--- src/rtl/seven_seg_scanner.sv ---
// Scan controller for a multiplexed common-anode seven-segment display.
// Double-buffered display data is committed only at frame boundaries.
module seven_seg_scanner #(
    parameter int NUM_DIGITS   = 4,
    parameter int PRESCALE     = 50000,
    parameter int BLANK_CYCLES = 16
) (
    input  logic                    clk,
    input  logic                    reset,
    input  logic                    wr_en,
    input  logic [4*NUM_DIGITS-1:0] wr_data,
    output logic                    wr_ready,
    input  logic                    lz_blank,
    output logic [3:0]              digit,
    output logic [NUM_DIGITS-1:0]   an_n,
    output logic                    frame_done
);

    localparam int CW = (PRESCALE > 1) ? $clog2(PRESCALE) : 1;
    localparam int IW = $clog2(NUM_DIGITS);
    localparam logic [CW-1:0] CNT_LAST   = CW'(PRESCALE - 1);
    localparam logic [CW-1:0] BLANK_LAST = CW'(BLANK_CYCLES - 1);
    localparam logic [IW-1:0] IDX_LAST   = IW'(NUM_DIGITS - 1);

    typedef enum logic {BLANK, ON} phase_t;

    phase_t                  state, state_nxt;
    logic [4*NUM_DIGITS-1:0] active, active_nxt, pending;
    logic                    pending_valid;
    logic [CW-1:0]           cnt, cnt_nxt;
    logic [IW-1:0]           idx, idx_nxt;
    logic                    slot_end, frame_end, accept;
    logic [NUM_DIGITS:0]     zero_above;
    logic [NUM_DIGITS-1:0]   an_n_nxt;
    logic [3:0]              digit_nxt;
    logic                    frame_done_nxt;

    assign wr_ready = !pending_valid;

    always_ff @(posedge clk or posedge reset) begin
        if (reset) state <= BLANK;
        else       state <= state_nxt;
    end

    // Output registers are loaded from next-cycle state so they line up with cnt/idx.
    always_comb begin
        state_nxt      = state;
        slot_end       = (cnt == CNT_LAST);
        frame_end      = slot_end && (idx == IDX_LAST);
        accept         = wr_en && !pending_valid;
        cnt_nxt        = slot_end ? '0 : cnt + 1'b1;
        idx_nxt        = idx;
        active_nxt     = active;
        an_n_nxt       = '1;
        digit_nxt      = '0;
        zero_above     = '0;

        if (slot_end) idx_nxt = (idx == IDX_LAST) ? '0 : idx + 1'b1;

        if (frame_end) begin
            if (accept)             active_nxt = wr_data;
            else if (pending_valid) active_nxt = pending;
        end

        case (state)
            BLANK: if (cnt == BLANK_LAST) state_nxt = ON;
            ON:    if (slot_end)          state_nxt = BLANK;
            default:                      state_nxt = BLANK;
        endcase

        zero_above[NUM_DIGITS] = 1'b1;
        for (int i = NUM_DIGITS - 1; i >= 0; i--)
            zero_above[i] = zero_above[i+1] && (active_nxt[4*i +: 4] == 4'h0);

        for (int i = 0; i < NUM_DIGITS; i++) begin
            if (idx_nxt == IW'(i)) begin
                digit_nxt = active_nxt[4*i +: 4];
                if (state_nxt == ON && !(lz_blank && i != 0 && zero_above[i]))
                    an_n_nxt[i] = 1'b0;
            end
        end

        frame_done_nxt = (idx_nxt == IDX_LAST) && (cnt_nxt == CNT_LAST);
    end

    always_ff @(posedge clk or posedge reset) begin
        if (reset) begin
            active        <= '0;
            pending       <= '0;
            pending_valid <= 1'b0;
            cnt           <= '0;
            idx           <= '0;
            an_n          <= '1;
            digit         <= '0;
            frame_done    <= 1'b0;
        end else begin
            cnt        <= cnt_nxt;
            idx        <= idx_nxt;
            active     <= active_nxt;
            an_n       <= an_n_nxt;
            digit      <= digit_nxt;
            frame_done <= frame_done_nxt;
            if (frame_end) begin
                pending_valid <= 1'b0;
            end else if (accept) begin
                pending       <= wr_data;
                pending_valid <= 1'b1;
            end
        end
    end

endmodule

--- config.mk ---
export PLATFORM = sky130hd
export DESIGN_NAME = seven_seg_scanner
export DESIGN_NICKNAME = d
export VERILOG_FILES = /design/src/rtl/seven_seg_scanner.sv
export SDC_FILE = /design/constraint.sdc
export NUM_CORES = 1
export LEC_CHECK = 0
export CAP_MARGIN = 10
export CORE_MARGIN = 2
export CORE_UTILIZATION = 43
export DETAILED_ROUTE_END_ITERATION = 6
export GPL_ROUTABILITY_DRIVEN = 0
export GPL_TIMING_DRIVEN = 0
export PLACE_DENSITY = 0.62
export SLEW_MARGIN = 10
export SYNTH_ARGS = -nofsm -noshare
export SYNTH_HDL_FRONTEND = slang
export SYNTH_SLANG_ARGS = --single-unit
--- constraint.sdc ---
create_clock -name clk -period 3.1 [get_ports clk]
set_clock_uncertainty 0.05 [all_clocks]
set_input_delay 0.775 -clock clk [delete_from_list [all_inputs] [get_ports clk]]
set_output_delay 0.775 -clock clk [all_outputs]
set_load 0.02 [all_outputs]
==> reports/qor.yml <==
crit_type: "reg2reg"
cts_setup_buffers: 0
grt_first_pass_wirelength_um: 10680
clkPwrFrac: 0.462
min_to: "pending[9]"
cts_made_buffers: 9
die_area_mm2: 0.007537
diodes: 0
ios: 30
hold_path_class: "reg2reg"
setup-tns-final_ns: 0
arrival_ns: 3.16
overflow: 0
syn-cell-area_mm2: 0.002949
core-area_mm2: 0.006719
stdcell_area_mm2: 0.003588
hold_viol_final: 0
pwr-share-seq: 0.483
gr-usage-all-layers: 0.1895
grt_max_degree: 62
ir_worst_vdd_mv: 0.2278
remaining_drc_errors: 0
max_freq_mhz: 337.5
cts.htree.levels: 3
tritoncts: "yes"
setup_viol: 0
synth_top_family_by_area: "simple AND/OR/NAND/NOR gates"
ys_seq_elements: 61
synth_edf_count: 0
rows: 30
synth_warnings: 0
ff2ff_setup_slack_ns: 0.14
relSlewSlack: 0.4921
grt_pass1_vias: 2047
swShare: 0.2239
cap_violations: 0
synth_xor_area_frac: 0.04158
synth_compound_area_frac: 0.1213
final_cell_mix: "57 x dfrtp_1, 29 x clkdlybuf4s50_1, 25 x nand2_1, 16 x mux2_2, 14 x nor2_1"
cts_buffer_depth: 2
synthCells: 255
r2r_end: "frame_done"
placedCellCount: 364
worstSetupEndpointType: "register"
die_x_um: 86.82
wl_per_cell_um: 17.30
via_count: 2129
wirelength_um: 6558
cts_root_buf: "clkbuf_8"
initial_core_util: 0.4389
critical_path.startpoint_type: "register"
status: "complete, no violations"
final_layout_size_suffix_gt1_frac: 0.2441
fillers: 585
fin_cells: 379
worst-path-max-fanout: 10
vias_per_cell: 5.617
hpwl_um: 4353
ys_types: 47
period_minus_slack_ns: 2.963
min_path_cells: 1
async_flop_share: 1.000
reg2regPathDepth: 7
synth_mux_area_frac: 0.08952
areaGrowthSynthToFinish_pct: 21.68
syn_nets: 277
postPlaceCellArea_mm2: 0.003342
synthAdderAreaFrac: 0.008485
postRouteAntennaNets: 0
dieHeight_um: 86.82
clock_sinks: 61
design.final.nets: 316
whs_ns: 0.4624
tightest_slew_ns: 0.7590
avgSynthCellArea_um2: 11.57
clkTransAtPathRegs_ns: 0.07
antenna_found_initial: 0
drtIter0Drc: 133
rsz0062_at_grt: "false"
drv_slew: 0
power_density_mw_per_mm2: 484.9
synth_flop_cell: "dfrtp_1"
regToRegStartpoint: "cnt[10]"
min-delay-start: "pending[9]"
switchingPower_mw: 0.3896
port_buffers: 29
critical_path_required_ns: 3.30
leakagePower_nw: 1.514
period_share: 0.9558
synth-seq-area-share: 0.5193
layout_commonest_cell: "dfrtp_1"
drtPass1Iterations: 4
clock_latency_ns: 0.35
comb_power_share: 0.055
fin_util: 0.5341
p_int_mw: 1.350
synth_simple_gate_area_frac: 0.1867
[final cells by class]
type,count,area [µm²],share of cell area
inverter,6,25.02,0.006974
tap,80,100.1,0.02789
multi-input combinational,176,1344,0.3745
clock inverter,6,86.33,0.02406
timing repair buffer,29,290.3,0.08089
clock buffer,10,137.6,0.03835
buffer,11,73.82,0.02057
sequential,61,1531,0.4268
[worst max-delay path, stage by stage (launching register included)]
cell     delay, ns
dfrtp_1       0.42
or4_4         0.58
nor3_4        0.22
buf_6         0.19
nand3_2       0.15
mux2i_4       0.28
or4b_2        0.69
nor4_2        0.28
[through the flow]
stage	setup slack, ns	total power [mW]
CTS	0.008698	1.750
floorplan	0.3807	0.9060
global route	0.001890	1.808
detailed placement	-0.6042	0.9520
finish	0.1370	1.740
global placement	-0.5771	0.9502
[per-layer routing]
layer  wire, µm  track usage  up-vias  part of all wire
met5          0            0        -                 0
met4        139      0.08949        0             0.021
met3        231      0.03714       12             0.035
met2       2822       0.2602       41              0.43
met1       3364       0.2850     1048              0.51
li1           -            -     1028                 -
[synth_stat cells (3+ instances only)]
master	count	area share
a221o_2	12	0.046
nor4_1	3	0.0064
nor2_1	14	0.018
inv_1	4	0.0051
mux2_2	16	0.061
xor2_1	11	0.033
a221o_1	3	0.010
and3_2	3	0.0076
nand2b_1	7	0.015
nand3_1	8	0.014
nand2_1	25	0.032
xnor2_1	3	0.0089
clkbuf_1	7	0.0089
or4_1	3	0.0076
a21oi_1	12	0.020
nand4_1	10	0.021
dfstp_2	4	0.036
a22oi_1	4	0.010
mux2i_1	7	0.024
o31ai_1	8	0.020
dfrtp_1	57	0.48
buf_6	3	0.011
[cell families (layout without fill, tap and decap cells)]
family | Yosys count | count (layout)
muxes | 24 | 24
buffers and inverters | 18 | 62
xor gates and xnor gates | 14 | 14
AOI/OAI and AO/OA | 44 | 44
adders and majority gates | 2 | 2
and+or+nand+nor | 92 | 92
DFF | 61 | 61
[worst max path at each step]
stage | from | to | slack, ns
3_3_place_gp | wr_en | pending[9] | -0.58
4_1_cts | wr_en | pending[5] | 0.009
2_1_floorplan | cnt[10] | frame_done | 0.38
6_report | cnt[10] | frame_done | 0.14
3_5_place_dp | wr_en | pending[9] | -0.60
5_1_grt | cnt[10] | frame_done | 0.002
[power groups by stage]
stage	Combinational, mW	Clock [mW]	Sequential (mW)
after floorplan	0.0541	0	0.852
after global placement	0.0950	0	0.855
after detailed placement	0.0968	0	0.855
after CTS	0.0973	0.812	0.841
after global routing	0.105	0.860	0.843
final	0.0953	0.804	0.841
[flip-flops by register name (all words and copies together) (netlist names)]
register,flops
pending,16
cnt,16
active,16
frame_done,1
state,1
pending_valid,1
digit,4
an_n,4
idx,2
[what timing repair did]
item                                    in CTS  in global routing
endpoints found under the hold margin        0                  0
hold buffers                                 0                  0
endpoints found under the setup margin      13                 14
resized for setup                            2                  5
Note: power is estimated with default switching activity, not from simulation.
==> variant 1 (same settings) <==
Make the reset (`reset`) synchronous in 2 clocked blocks.
--- a/src/rtl/seven_seg_scanner.sv
+++ b/src/rtl/seven_seg_scanner.sv
@@ -37,7 +37,7 @@
 
     assign wr_ready = !pending_valid;
 
-    always_ff @(posedge clk or posedge reset) begin
+    always_ff @(posedge clk) begin
         if (reset) state <= BLANK;
         else       state <= state_nxt;
     end
@@ -83,7 +83,7 @@
         frame_done_nxt = (idx_nxt == IDX_LAST) && (cnt_nxt == CNT_LAST);
     end
 
-    always_ff @(posedge clk or posedge reset) begin
+    always_ff @(posedge clk) begin
         if (reset) begin
             active        <= '0;
             pending       <= '0;
Formal check against the unedited RTL: differs if reset is asserted again (counterexample within 4 cycles, from zero or initial values and one cycle with reset high); with reset held inactive, the same outputs for 10 cycles.
==> variant 1 against the unedited design <==
- the flow now finishes with violations (design-rule violations)
- wire length is 12% higher
- setup slack worse by 0.087 ns
- synthesized area fell by 2.3%
- final area fell by 2.6%
- worst hold slack worse by 0.045 ns
- power shrank 6.6%
- sequential power shrank 3.7%
- first-iteration DRC count is 18% lower
- sequential cell count unchanged
- critical path type unchanged
- largest cell class is now multi-input combinational cells
- highest routed layer unchanged
==> variant 1: results (changes against the unedited design) <==
setup_path:
  critPathSlowestCell: "or4_4"
  regToRegEndpoint: "an_n[1]"
  r2r_cells: 8  # +1
  critical_path.max_fanout: 8  # -2
yosys:
  ys_top_cells_by_area: "dfxtp_1, nor2_1, mux2i_1"
  synthMuxAreaShare: 0.07382  # -0.01570
  synth_seq_area_share: 0.4238  # -0.09551
  yosys.area_share.xor_xnor: 0.04559  # +0.004014
  syn_nets: 373  # +35%
  synth_compound_area_frac: 0.1355  # +0.01413
  synthAdderAreaFrac: 0.008684  # +0.0001990
  async_reset_ff_frac: 0  # -1.000
power_and_ir_drop:
  power_leakage_nw: 1.288  # -15%
  ir_drop_mv: 0.2776  # +22%
route:
  vias: 2636  # +24%
  first_iter_violations: 109  # -18%
  wl_per_cell_um: 15.52  # -10%
  drc_errors: 4  # +4
  dr.pass1.iters: 7  # +3
layout:
  final.fill_count: 624  # +6.7%
  drive_above_1_share: 0.08861  # -0.1555
  nNetsFinal: 412  # +30%
grt:
  grt_pass1_vias: 2544  # +24%
  track_usage: 0.2111  # +0.02160
  grt_pass1_wl_um: 12090  # +13%
run_status:
  status: "finished with violations"
  violations: "design-rule violations"
place:
  hpwlAfterDp_um: 5264  # +21%
  io_buffers: 27  # -6.9%
  dp.cells: 455  # +25%
timing:
  tightest_slew_ns: 0.7534  # -0.005575 ns
[variant 1: changes by cell type after synthesis, sizes merged, moves of 9 or more]
cell / change
a221o: -15
dfxtp: +61
a31oi: +9
clkbuf: +10
nor2: +58
o22ai: +9
mux2i: +11
dfrtp: -57
mux2: -14
o21ai: +11
[variant 1: cell families after synthesis]
group                    count (synthesis)
AND/OR/NAND/NOR                        164
flip-flops                              61
AO/OA/AOI/OAI                           59
buffers and inverters                   29
multiplexers                            21
XOR/XNOR                                15
adder cells (fa/ha/maj)                  2
[variant 1: final cells by class]
type | count | area [µm²] | area share
clock inverters | 4 | 47.55 | 0.01360
multi-input cells | 261 | 1587 | 0.4538
inverters | 6 | 22.52 | 0.006442
well taps | 77 | 96.34 | 0.02756
flip-flops and latches | 61 | 1224 | 0.3500
clock buffers | 12 | 145.1 | 0.04152
plain buffers | 23 | 96.34 | 0.02756
repair buffers | 28 | 277.8 | 0.07946
[variant 1: worst min path at each step]
stage / from / endpoint / slack [ns]
after floorplan: cnt[0] / cnt[0] / 0.37
after global placement: cnt[0] / cnt[0] / 0.39
after detailed placement: cnt[0] / cnt[0] / 0.41
after CTS: cnt[0] / cnt[0] / 0.43
after global routing: cnt[0] / cnt[0] / 0.44
final: cnt[0] / cnt[0] / 0.42
[variant 1: critical path: cells and delay by family, from the launching register on]
family | cells | cell delay, ns
and+or+nand+nor | 4 | 1.98
AOI/OAI and AO/OA | 3 | 0.41
DFF | 1 | 0.34
buffers and inverters | 1 | 0.18
[variant 1: metal layers]
layer,wire (µm),GRT usage,vias up
met2,3285,0.3249,83
li1,-,-,1320
met5,0,0,-
met4,96,0.07215,0
met1,3483,0.2743,1222
met3,461,0.07603,11
[variant 1: power breakdown]
part           switching [W]  internal, W  total (W)
sequential        0.00000956     0.000800   0.000810
combinational      0.0000629    0.0000535   0.000116
clock               0.000308     0.000391   0.000699
[variant 1: per-stage QoR]
stage | utilization | cell area, µm² | power (W) | setup slack (ns)
global placement | 0.5057 | 3248 | 0.0009408 | -0.3710
finish | 0.5443 | 3496 | 0.001626 | 0.04996
CTS | 0.5406 | 3472 | 0.001637 | 0.01487
floorplan | - | 2882 | 0.0008939 | 0.2727
global route | 0.5443 | 3496 | 0.001690 | -0.01002
detailed placement | 0.5057 | 3248 | 0.0009427 | -0.3661
[variant 1: timing repair]
| item | CTS | global route |
|---|---|---|
| hold buffers | 0 | 0 |
| gates resized for setup | 7 | 7 |
| setup endpoints to repair | 14 | 13 |
| gates cloned | 0 | 0 |
| pin swaps | 1 | 3 |
| setup buffers | 0 | 1 |
==> variant 2 (same settings) <==
Made on the original files. Change the parameter `PRESCALE` from 50000 to 100000.
--- a/src/rtl/seven_seg_scanner.sv
+++ b/src/rtl/seven_seg_scanner.sv
@@ -2,7 +2,7 @@
 // Double-buffered display data is committed only at frame boundaries.
 module seven_seg_scanner #(
     parameter int NUM_DIGITS   = 4,
-    parameter int PRESCALE     = 50000,
+    parameter int PRESCALE     = 100000,
     parameter int BLANK_CYCLES = 16
 ) (
     input  logic                    clk,
Function: no difference found for any inputs over 10 cycles, from zero or initial values and one cycle with reset high; that may be too few to reach the edited logic, so the function may still have changed.
==> variant 2 against the unedited design <==
- sequential cell count grew 1
- highest routed layer unchanged
- die area grew 1.4%
- final area grew 0.98%
- worst hold slack lost 0.022 ns
- wire length grew 13%
- critical path depth grew 2
- power shrank 10%
- final cell count grew 14%
- synthesized area grew 1.5%
- fmax shrank 1.8%
- first-iteration DRC count grew 31%
- clock power shrank 21%
- setup slack lost 0.054 ns
- largest cell class unchanged
==> variant 2: results (changes against the unedited design) <==
route:
  viasPerCell: 5.605  # -0.22%
  dr.pass1.iters: 4  # unchanged
  first_iter_violations: 174  # +31%
  wl_per_cell_um: 17.15  # -0.89%
yosys:
  ys_top_cells_by_area: "dfrtp_1, nor2_1, dfstp_2"
  synth_compound_area_frac: 0.1417  # +0.02038
  ys.flop_type: "dfrtp_1"
  ys_warn_count: 0  # unchanged
  synthTopCellsByCount: "dfrtp_1, nor2_1, inv_1"
  syn_nets: 328  # +18%
  yosys.area_share.xor_xnor: 0.04390  # +0.002318
  synthAdderAreaFrac: 0.008361  # -0.0001242
  synth_seq_area_share: 0.5201  # +0.0007627
  async_reset_ff_frac: 1.000  # unchanged
  yosysUniqueCellTypes: 46  # -2.1%
  synthMuxAreaShare: 0.03679  # -0.05273
clock_tree:
  clock_latency_ns: 0.35  # about the same
  htreeDepth: 3  # unchanged
  clockRootBuffer: "clkbuf_8"
  cts_hold_buffers: 0  # unchanged
  cts.path.max_buffers: 2  # unchanged
  clkTransAtPathRegs_ns: 0.08
  cts_buffers: 9  # unchanged
layout:
  diodes: 0  # unchanged
  nNetsFinal: 370  # +17%
  drive_above_1_share: 0.1416  # -0.1025
  final.fill_count: 621  # +6.2%
  largest_registers: "cnt x17, active x16, pending x16"
grt:
  track_usage: 0.2127  # +0.02320
  grt_antenna_before_repair: 0  # unchanged
  grt_pass1_vias: 2307  # +13%
  grt_pass1_wl_um: 12010  # +12%
  grt_max_degree: 63  # +1.6%
setup_path:
  r2r_cells: 9  # +2
  crit_end: "an_n[1]"
  arrival_ns: 3.23  # +0.07 ns
  path_class: "register to register"
  critPathSlowestCell: "or4_4"
  rrSetupSlack_ns: 0.08  # -0.05 ns
  r2r_start: "cnt[0]"
  slowest_delay_ns: 0.53  # -0.16 ns
  critical_path.max_fanout: 10  # unchanged
place:
  io_buffers: 29  # unchanged
  hpwlAfterDp_um: 5056  # +16%
  placed_cell_area_mm2: 0.003386  # +1.3%
power_and_ir_drop:
  switchingPower_w: 0.0004000  # +2.7%
  p_clk_w: 0.000634  # -21%
  ir_drop_mv: 0.2473  # +8.6%
  power_leakage_nw: 1.620  # +7.0%
  seqPwrFrac: 0.539  # +0.056
timing:
  max_slew_margin: 0.4895  # -0.002582
  setup_violations: 0  # unchanged
hold_path:
  min-delay-start: "pending[6]"
  hold_depth: 2  # +1
  min_to: "pending[6]"
  holdCritPathClass: "register to register"
run_status:
  status: "completed"
==> variant 2: logic make-up (layout without fill, tap and decap cells) <==
logic type | after synthesis | in the layout
fa+ha+maj | 2 | 2
xor+xnor | 15 | 15
simple gates | 115 | 115
flops | 62 | 62
mux | 10 | 10
compound gates | 64 | 64
buf+inv | 38 | 85
==> variant 2: area by class of cell <==
class,instances,share of cell area
tap,80,0.02762
timing repair buffer,31,0.08771
sequential,62,0.4296
clock inverter,7,0.01347
inverter,24,0.02555
multi-input combinational,206,0.3615
buffer,14,0.02037
clock buffer,9,0.03419
==> variant 2: per-stage QoR <==
step / hold slack [ns] / total power [W] / util / std cells / worst slack, ns
floorplan: 0.3947 / 0.0008961 / - / 306 / 0.2500
global placement: 0.4175 / 0.0009383 / 0.5007 / 415 / -0.4622
detailed placement: 0.4156 / 0.0009403 / 0.5011 / 415 / -0.4992
CTS: 0.4462 / 0.001577 / 0.5306 / 432 / -0.04359
global route: 0.4660 / 0.001615 / 0.5363 / 433 / -0.06297
finish: 0.4401 / 0.001558 / 0.5363 / 433 / 0.08323
==> variant 2: timing repair <==
| item | CTS | global route |
|---|---|---|
| endpoints found under the setup margin | 19 | 8 |
| pin swaps | 1 | 2 |
| gates resized for setup | 5 | 13 |
| buffers inserted | 1 | 1 |
==> variant 2: worst max-delay path: cells and delay by family, from the launching register on <==
kind,cells,cell delay (ns)
buf+inv,1,0.23
simple gates,4,1.36
fa+ha+maj,1,0.23
flops,1,0.42
compound gates,3,0.64
==> variant 2: per-layer routing <==
layer	GRT usage	share of wire
met5	0	0
met4	0.08811	0.014
met3	0.05592	0.072
met2	0.3113	0.47
met1	0.2994	0.45
